<file path="src/rtl/cvxif_copro_scheduler.sv">
`default_nettype none
// ============================================================================
// Module      : cvxif_copro_scheduler
// Description : In-order issue/commit/execute scheduler between the CV-X-IF
//               issue/commit/result channels and a single-issue coprocessor
//               execution unit. Holds accepted ops in a circular table,
//               dispatches committed ops one at a time and returns results
//               from the head in program order.
// Revision    : 1.0 - initial release
// ============================================================================
module cvxif_copro_scheduler #(
  parameter int NrEntries = 4,
  parameter int IdWidth   = 3,
  parameter int XLEN      = 32
) (
  input  logic               clk_i,
  input  logic               rst_i,
  input  logic               issue_valid_i,
  output logic               issue_ready_o,
  input  logic [31:0]        issue_instr_i,
  input  logic [IdWidth-1:0] issue_id_i,
  input  logic [XLEN-1:0]    issue_rs0_i,
  input  logic [XLEN-1:0]    issue_rs1_i,
  input  logic [XLEN-1:0]    issue_rs2_i,
  output logic               issue_accept_o,
  output logic               issue_writeback_o,
  input  logic               commit_valid_i,
  input  logic [IdWidth-1:0] commit_id_i,
  input  logic               commit_kill_i,
  output logic               exu_valid_o,
  input  logic               exu_ready_i,
  output logic [1:0]         exu_op_o,
  output logic [XLEN-1:0]    exu_rs0_o,
  output logic [XLEN-1:0]    exu_rs1_o,
  output logic [XLEN-1:0]    exu_rs2_o,
  input  logic               exu_done_i,
  input  logic [XLEN-1:0]    exu_result_i,
  output logic               result_valid_o,
  input  logic               result_ready_i,
  output logic [IdWidth-1:0] result_id_o,
  output logic [XLEN-1:0]    result_data_o,
  output logic [4:0]         result_rd_o,
  output logic               result_we_o
);

  localparam int PtrW = (NrEntries > 1) ? $clog2(NrEntries) : 1;
  localparam int CntW = PtrW + 1;
  localparam logic [CntW-1:0] c_full = CntW'(NrEntries);

  localparam logic [1:0] c_op_custom1 = 2'd0;
  localparam logic [1:0] c_op_custom2 = 2'd1;
  localparam logic [1:0] c_op_mad     = 2'd2;

  typedef enum logic [2:0] {
    ST_FREE      = 3'd0,
    ST_ISSUED    = 3'd1,
    ST_COMMITTED = 3'd2,
    ST_EXEC      = 3'd3,
    ST_DONE      = 3'd4,
    ST_KILLED    = 3'd5
  } entry_state_e;

  entry_state_e        r_state [NrEntries];
  logic [IdWidth-1:0]  r_id    [NrEntries];
  logic [1:0]          r_op    [NrEntries];
  logic [4:0]          r_rd    [NrEntries];
  logic                r_wb    [NrEntries];
  logic [XLEN-1:0]     r_rs0   [NrEntries];
  logic [XLEN-1:0]     r_rs1   [NrEntries];
  logic [XLEN-1:0]     r_rs2   [NrEntries];
  logic [XLEN-1:0]     r_data  [NrEntries];

  logic [PtrW-1:0] r_head;
  logic [PtrW-1:0] r_tail;
  logic [PtrW-1:0] r_disp;
  logic [PtrW-1:0] r_exec_idx;
  logic            r_exec_busy;
  logic [CntW-1:0] r_count;

  logic       w_accept;
  logic       w_wb;
  logic [1:0] w_op;
  logic       w_alloc;
  logic       w_exu_valid;
  logic       w_exu_fire;
  logic       w_skip;
  logic       w_done;
  logic       w_res_valid;
  logic       w_free;
  logic       w_unused;

  // Instruction decode; first matching class wins
  always_comb begin
    w_accept = 1'b0;
    w_wb     = 1'b0;
    w_op     = c_op_custom1;
    if (issue_instr_i[6:0] == 7'b0101011) begin
      w_accept = 1'b1;
    end else if (issue_instr_i[6:0] == 7'b1011011) begin
      w_accept = 1'b1;
      w_wb     = 1'b1;
      w_op     = c_op_custom2;
    end else if (issue_instr_i[31:25] == 7'b0000011 && issue_instr_i[6:0] == 7'b0110011) begin
      w_accept = 1'b1;
      w_wb     = 1'b1;
      w_op     = c_op_mad;
    end
  end

  // Only opcode, funct7 and rd are meaningful to this scheduler
  assign w_unused = ^issue_instr_i[24:12];

  assign issue_ready_o     = (r_count < c_full);
  assign issue_accept_o    = issue_valid_i & w_accept;
  assign issue_writeback_o = issue_valid_i & w_wb;
  assign w_alloc           = issue_valid_i & issue_ready_o & w_accept;

  // Dispatch side: one outstanding EXU op, killed entries skipped in place
  assign w_exu_valid = ~r_exec_busy & (r_state[r_disp] == ST_COMMITTED);
  assign w_exu_fire  = w_exu_valid & exu_ready_i;
  assign w_skip      = (r_state[r_disp] == ST_KILLED);
  assign w_done      = exu_done_i & r_exec_busy;

  assign exu_valid_o = w_exu_valid;
  assign exu_op_o    = w_exu_valid ? r_op[r_disp]  : 2'd0;
  assign exu_rs0_o   = w_exu_valid ? r_rs0[r_disp] : '0;
  assign exu_rs1_o   = w_exu_valid ? r_rs1[r_disp] : '0;
  assign exu_rs2_o   = w_exu_valid ? r_rs2[r_disp] : '0;

  // Result side: head only; killed heads retire silently
  assign w_res_valid = (r_state[r_head] == ST_DONE);
  assign w_free      = (w_res_valid & result_ready_i) | (r_state[r_head] == ST_KILLED);

  assign result_valid_o = w_res_valid;
  assign result_id_o    = w_res_valid ? r_id[r_head]   : '0;
  assign result_data_o  = w_res_valid ? r_data[r_head] : '0;
  assign result_rd_o    = w_res_valid ? r_rd[r_head]   : 5'd0;
  assign result_we_o    = w_res_valid & r_wb[r_head];

  // Table, pointers and occupancy count
  always_ff @(posedge clk_i or posedge rst_i) begin
    if (rst_i) begin
      for (int i = 0; i < NrEntries; i++) begin
        r_state[i] <= ST_FREE;
        r_id[i]    <= '0;
        r_op[i]    <= 2'd0;
        r_rd[i]    <= 5'd0;
        r_wb[i]    <= 1'b0;
        r_rs0[i]   <= '0;
        r_rs1[i]   <= '0;
        r_rs2[i]   <= '0;
        r_data[i]  <= '0;
      end
      r_head      <= '0;
      r_tail      <= '0;
      r_disp      <= '0;
      r_exec_idx  <= '0;
      r_exec_busy <= 1'b0;
      r_count     <= '0;
    end else begin
      if (w_alloc) begin
        r_state[r_tail] <= ST_ISSUED;
        r_id[r_tail]    <= issue_id_i;
        r_op[r_tail]    <= w_op;
        r_rd[r_tail]    <= issue_instr_i[11:7];
        r_wb[r_tail]    <= w_wb;
        r_rs0[r_tail]   <= issue_rs0_i;
        r_rs1[r_tail]   <= issue_rs1_i;
        r_rs2[r_tail]   <= issue_rs2_i;
        r_tail          <= r_tail + PtrW'(1);
      end
      if (commit_valid_i) begin
        for (int i = 0; i < NrEntries; i++) begin
          if (r_state[i] == ST_ISSUED && r_id[i] == commit_id_i) begin
            r_state[i] <= commit_kill_i ? ST_KILLED : ST_COMMITTED;
          end
        end
      end
      if (w_exu_fire) begin
        r_state[r_disp] <= ST_EXEC;
        r_exec_idx      <= r_disp;
        r_exec_busy     <= 1'b1;
        r_disp          <= r_disp + PtrW'(1);
      end else if (w_skip) begin
        r_disp <= r_disp + PtrW'(1);
      end
      // Non-writeback ops return zero data so the core can simply retire them
      if (w_done) begin
        r_state[r_exec_idx] <= ST_DONE;
        r_data[r_exec_idx]  <= r_wb[r_exec_idx] ? exu_result_i : '0;
        r_exec_busy         <= 1'b0;
      end
      if (w_free) begin
        r_state[r_head] <= ST_FREE;
        r_head          <= r_head + PtrW'(1);
      end
      r_count <= r_count + CntW'(w_alloc) - CntW'(w_free);
    end
  end

endmodule
`default_nettype wire

</file>
<file path="config.mk">
export PLATFORM = sky130hd
export DESIGN_NAME = cvxif_copro_scheduler
export DESIGN_NICKNAME = d
export VERILOG_FILES = /design/src/rtl/cvxif_copro_scheduler.sv
export SDC_FILE = /design/constraint.sdc
export NUM_CORES = 2
export LEC_CHECK = 0
export BUFFER_PORTS_ARGS = -buffer_cell sky130_fd_sc_hd__buf_2
export CAP_MARGIN = 5
export CORE_MARGIN = 2
export CORE_UTILIZATION = 59
export CTS_CLUSTER_SIZE = 12
export DETAILED_ROUTE_END_ITERATION = 10
export MAX_ROUTING_LAYER = met4
export PLACE_DENSITY = 0.78
export REMOVE_ABC_BUFFERS = 1
export SYNTH_ARGS = -nofsm -noshare
export SYNTH_HDL_FRONTEND = slang
export SYNTH_SLANG_ARGS = --single-unit
</file>
<file path="constraint.sdc">
create_clock -name clk_i -period 25.5 [get_ports clk_i]
set_input_delay 2.55 -clock clk_i [delete_from_list [all_inputs] [get_ports clk_i]]
set_output_delay 2.55 -clock clk_i [all_outputs]
set_load 0.01 [all_outputs]
</file>
Word level (Yosys, flattened, before mapping) --
Index checks and enable logic that the tools add are counted.
Cells by class: $add $sub $neg 5, $lt $le $gt $ge 9, equality and inequality tests 16, mux-type cells 88, bitwise gates (word level) 26, reductions and logical operators 11
Operators by type and width (count):
- $bwmux 128 | 4
- $mux 32 | 15
- $bmux 32 s2 | 4
- $demux 32 s2 | 2
- $mux 12 | 5
- $mux 3 | 16
- $demux 3 s2 | 4
- $bwmux 20 | 1
- $mux 5 | 4
- $bmux 3 s2 | 3
- $mux 2 | 9
- $and 8x8->8 | 2
- $not 8->8 | 2
- $eq 7x6->1 const B | 2
- $and 12x12->12 | 1
- $bwmux 12 | 1
- $eq 3x1->1 const B | 4
- $eq 3x3->1 | 4
- $ge 3x3->1 const B | 4
- $lt 3x1->1 const B | 4
- $not 12->12 | 1
- $not 2->3 | 4
- $mux 1 | 11
- $bmux 5 s2 | 1
- 24 further kinds | 47
Word-level totals: flip-flop bits (word level) 580, input port bits 174, output and inout port bits 144, logic and storage cells 197

Longest topological paths before layout --
depth after elaboration 16, depth in mapped cells 11, mapped depth without buffers 10

Least setup slack after synthesis --
OpenSTA, ideal clock, no wires.
path kind input -> output, from in issue_instr_i[3], to out issue_writeback_o, data arrival time 3.479 ns, data required time 22.950 ns, path slack 19.471 ns, stages 4, path buffers 0, cells stage by stage nor4bb_1 -> nand4_1 -> and2_1 -> nor2_1
On the way: word-level cells in the longest chain between the ends 6, elaborated cells between the ends (all ways) 8, those cells by class 3 x eq/ne; 3 x mux; 1 x bitwise; 1 x reduce/logical
RTL lines:
- from (decl) | RTL line 20 | input logic [31:0] issue_instr_i,
- $eq 7x6->1 | RTL line 103 | end else if (issue_instr_i[31:25] == 7'b0000011 && issue_instr_i[6:0] == 7'b0110011) begin
- $logic_and 1x1->1 | RTL line 103
- $mux 1 | RTL line 103
- $mux 1 | RTL line 99 | end else if (issue_instr_i[6:0] == 7'b1011011) begin
- $mux 1 (*) | RTL line 97 | if (issue_instr_i[6:0] == 7'b0101011) begin
- $and 1x1->1 (*) | RTL line 115 | assign issue_writeback_o = issue_valid_i & w_wb;
- to (decl) | RTL line 26 | output logic issue_writeback_o,
Mark *: on every way between the ends. The rest lies on a longest branch, timed or not.

Final worst setup path --
from reg r_disp[0], to out exu_rs0_o[6]
On the way: word-level cells in the longest chain between the ends 7, elaborated cells between the ends (all ways) 10, those cells by class 1 x eq/ne; 7 x mux; 2 x bitwise
RTL lines:
- from (decl) | RTL line 75 | logic [PtrW-1:0] r_disp;
- from (signal assigned) | RTL line 183 | r_disp <= r_disp + PtrW'(1);
- from (signal assigned) | RTL line 185 | r_disp <= r_disp + PtrW'(1);
- $not 2->3 (implied by the code) (*) | RTL line 119, 126
- $bmux 3 s2 | RTL line 119 | assign w_exu_valid = ~r_exec_busy & (r_state[r_disp] == ST_COMMITTED);
- $mux 3 (implied by the code) (2 in series) | RTL line 119
- $eq 3x2->1 | RTL line 119
- $and 1x1->1 | RTL line 119
- $mux 32 (*) | RTL line 126 | assign exu_rs0_o = w_exu_valid ? r_rs0[r_disp] : '0;
- to (decl) | RTL line 33 | output logic [XLEN-1:0] exu_rs0_o,
Mark *: on every way between the ends. The rest lies on a longest branch, timed or not. The select of a mux whose other input is x is not followed.

==> flow_summary.toml <==
[synthesis]
ys_ff_latch = 580
ys_types = 47
synth_area_leaders = "dfrtp_1, mux4_2, nand2_1"
synth.area.mux_share_pct = 21.5
synth_edf_count = 0
synth.largest_area_cell = "dfrtp_1"
synthArstFlopShare_pct = 100
synth-main-ff-cell = "dfrtp_1"
syn-cell-area_um2 = 26500
avgSynthCellArea_um2 = 11.4
synth-compound-area-share_pct = 3.62
synth_warnings = 0
synth_cells = 2315
synth_top_family_by_area = "multiplexers"
netlist_top_cells_count = "nand2_1, dfrtp_1, mux2_2"
yosys.area_share.simple_pct = 15.9
yosysMostFrequentCell = "nand2_1"
synthAdderAreaFrac_pct = 0.737
yosys.area_share.xor_xnor_pct = 0.562
yosysSeqAreaShare_pct = 54.8
synth_top_area_share_pct = 54.8

[floorplanning]
core-area_um2 = 44300
ioPinCount = 318
fp-row-count = 77
die_w_um = 216
initial_utilization_pct = 59.8
fp.dieArea_um2 = 46600
die_h_um = 216

[power_and_ir_drop]
power_leakage_nw = 15.1
power_mw = 2.24
peakVddDrop_mv = 0.0547
power.density_nw_per_um2 = 74.4

[timing]
max-slew-margin-rel_pct = 20.0
max_clock_freq_mhz = 152
timing.hold.ws_ns = 0.462
period_share_pct = 25.8
finalHoldViolCount = 0
fin_setup_tns_ns = 0
tightest_slew_ns = 1.20
rsz0062_at_grt = "false"
drv_slew = 0
setup_violations = 0
finClkSkew_ns = 0.0191
period_needed_ns = 6.59

[clock_tree]
insertion_delay_ns = 0.64
cts_buffer_depth = 3
cts_root_buffer = "clkbuf_16"
htree_levels = 2
cts_hold_buf = 0
clock_sinks = 580
cts-buffers-inserted = 58
cts_setup_buffers = 0
cts_tree = "yes"
ctsResizeCount = 0
clk_pin_slew_ns = 0.06

[cells_and_area]
fillers = 3219
nets = 2736
layout-drive-gt1-share_pct = 30.4
fin_util_pct = 68.0
syn2layout_area_growth_pct = 13.8
fin_cells = 3199

[route]
avgRoutedWirePerCell_um = 20.6
drc = 0
totalWireLength_um = 65900
viasPerCell = 5.74
ant_nets = 0
num_vias = 18400
drt_iter0_drc = 1659
drtPass1Iterations = 5

[critical_path]
required_ns = 22.95
arrival_ns = 4.04
cp-start-kind = "flop"
critPathCaptureType = "output port"
path_class = "flop to output port"
crit_fanout = 49

[grt]
antenna_found_initial = 24
grt_pass1_vias = 19700
grt.total_usage_pct = 29.7
overflow = 0
grt_max_degree = 171
grt_pass1_wl_um = 105000

[place]
gp_congestion = 0.824
dp.cells = 3079
io_buffers = 304
hpwl_um = 39400

[job]
cap_violations = 0

[status]
status = "completed"

[hold_path]
hold_path_class = "flop to flop"
[cells by family (layout without fill, tap and decap cells)]
kind of cell | after synthesis | in the layout
AND/OR/NAND/NOR | 995 | 995
flip-flops | 580 | 580
multiplexers | 360 | 360
AO/OA/AOI/OAI | 174 | 174
buffers and inverters | 174 | 440
XOR/XNOR | 17 | 17
adder cells (fa/ha/maj) | 15 | 15
other | 0 | 26
[flip-flops by register name, indices dropped and copies added (netlist names), 3 cells and up]
signal   count
r_rd        20
r_data     128
r_state     12
r_rs0      128
r_wb         4
r_rs1      128
r_op         8
r_rs2      128
r_count      3
r_id        12
[path summary, 6_finish.rpt]
| kind | startpoint | endpoint | slack (ns) | depth (start not counted) |
|---|---|---|---|---|
| max in group asynchronous | rst_i | r_disp[0] | 21.79 | 3 |
| worst max register to register | r_head[1] | r_count[2] | 21.74 | 10 |
| min in group asynchronous | rst_i | r_rs1[111] | 2.06 | 2 |
| worst min-delay path | r_rs1[22] | r_rs1[22] | 0.46 | 2 |
| worst max-delay path | r_disp[0] | exu_rs0_o[6] | 18.91 | 5 |
| worst min register to register | r_rs1[22] | r_rs1[22] | 0.46 | 2 |
[final cells by class]
class | instances | area, um^2 | share of cell area (%)
Inverter | 20 | 82.6 | 0.274
Sequential cell | 580 | 14500 | 48.2
Clock inverter | 7 | 82.6 | 0.274
Clock buffer | 87 | 1660 | 5.51
Timing Repair Buffer | 326 | 1710 | 5.68
Tap cell | 592 | 741 | 2.46
Antenna cell | 26 | 65.1 | 0.216
Multi-Input combinational cell | 1561 | 11300 | 37.4
[routing by layer]
layer  global-route usage (%)  vias to the layer above  part of all wire (%)
met4                     11.1                        0                   2.8
met2                     47.5                      553                    49
met1                     36.8                     9414                    40
met5                        -                        -                     0
met3                     7.65                      120                   7.8
li1                         -                     8278                     -
[layout by cell type (no fill, tap or decap), types with 4 or more instances in the layout]
master / count
diode_2: 26
nand2_1: 801
clkbuf_16: 58
xnor2_1: 6
xor2_1: 11
a21oi_1: 10
mux4_2: 145
mux2_2: 213
clkbuf_8: 10
nor2_1: 16
dfrtp_1: 576
o21ai_0: 138
buf_4: 20
nor4_1: 4
clkbuf_1: 19
inv_1: 19
buf_2: 304
ha_1: 14
a31oi_1: 4
a222oi_1: 4
nand2b_1: 8
nor2b_1: 140
[critical path, stage by stage, from the launching register on]
cell and delay, ns:
dfrtp_4 0.73, buf_4 0.72, buf_4 0.92, mux4_2 0.60, nor2b_1 0.17, buf_2 0.19
[where the power goes]
group          total, mW  internal (mW)  switching (mW)
clock              0.800          0.446           0.353
sequential          1.03          0.973          0.0616
combinational      0.410          0.165           0.244
total               2.24           1.58           0.659
[metrics by stage]
step,area [um^2],setup WS [ns]
CTS,30100,18.78
global route,30200,18.58
finish,30200,18.91
global placement,28300,18.96
floorplan,25800,6.72
detailed placement,28300,18.96
Power figures use the tool's default switching activity.
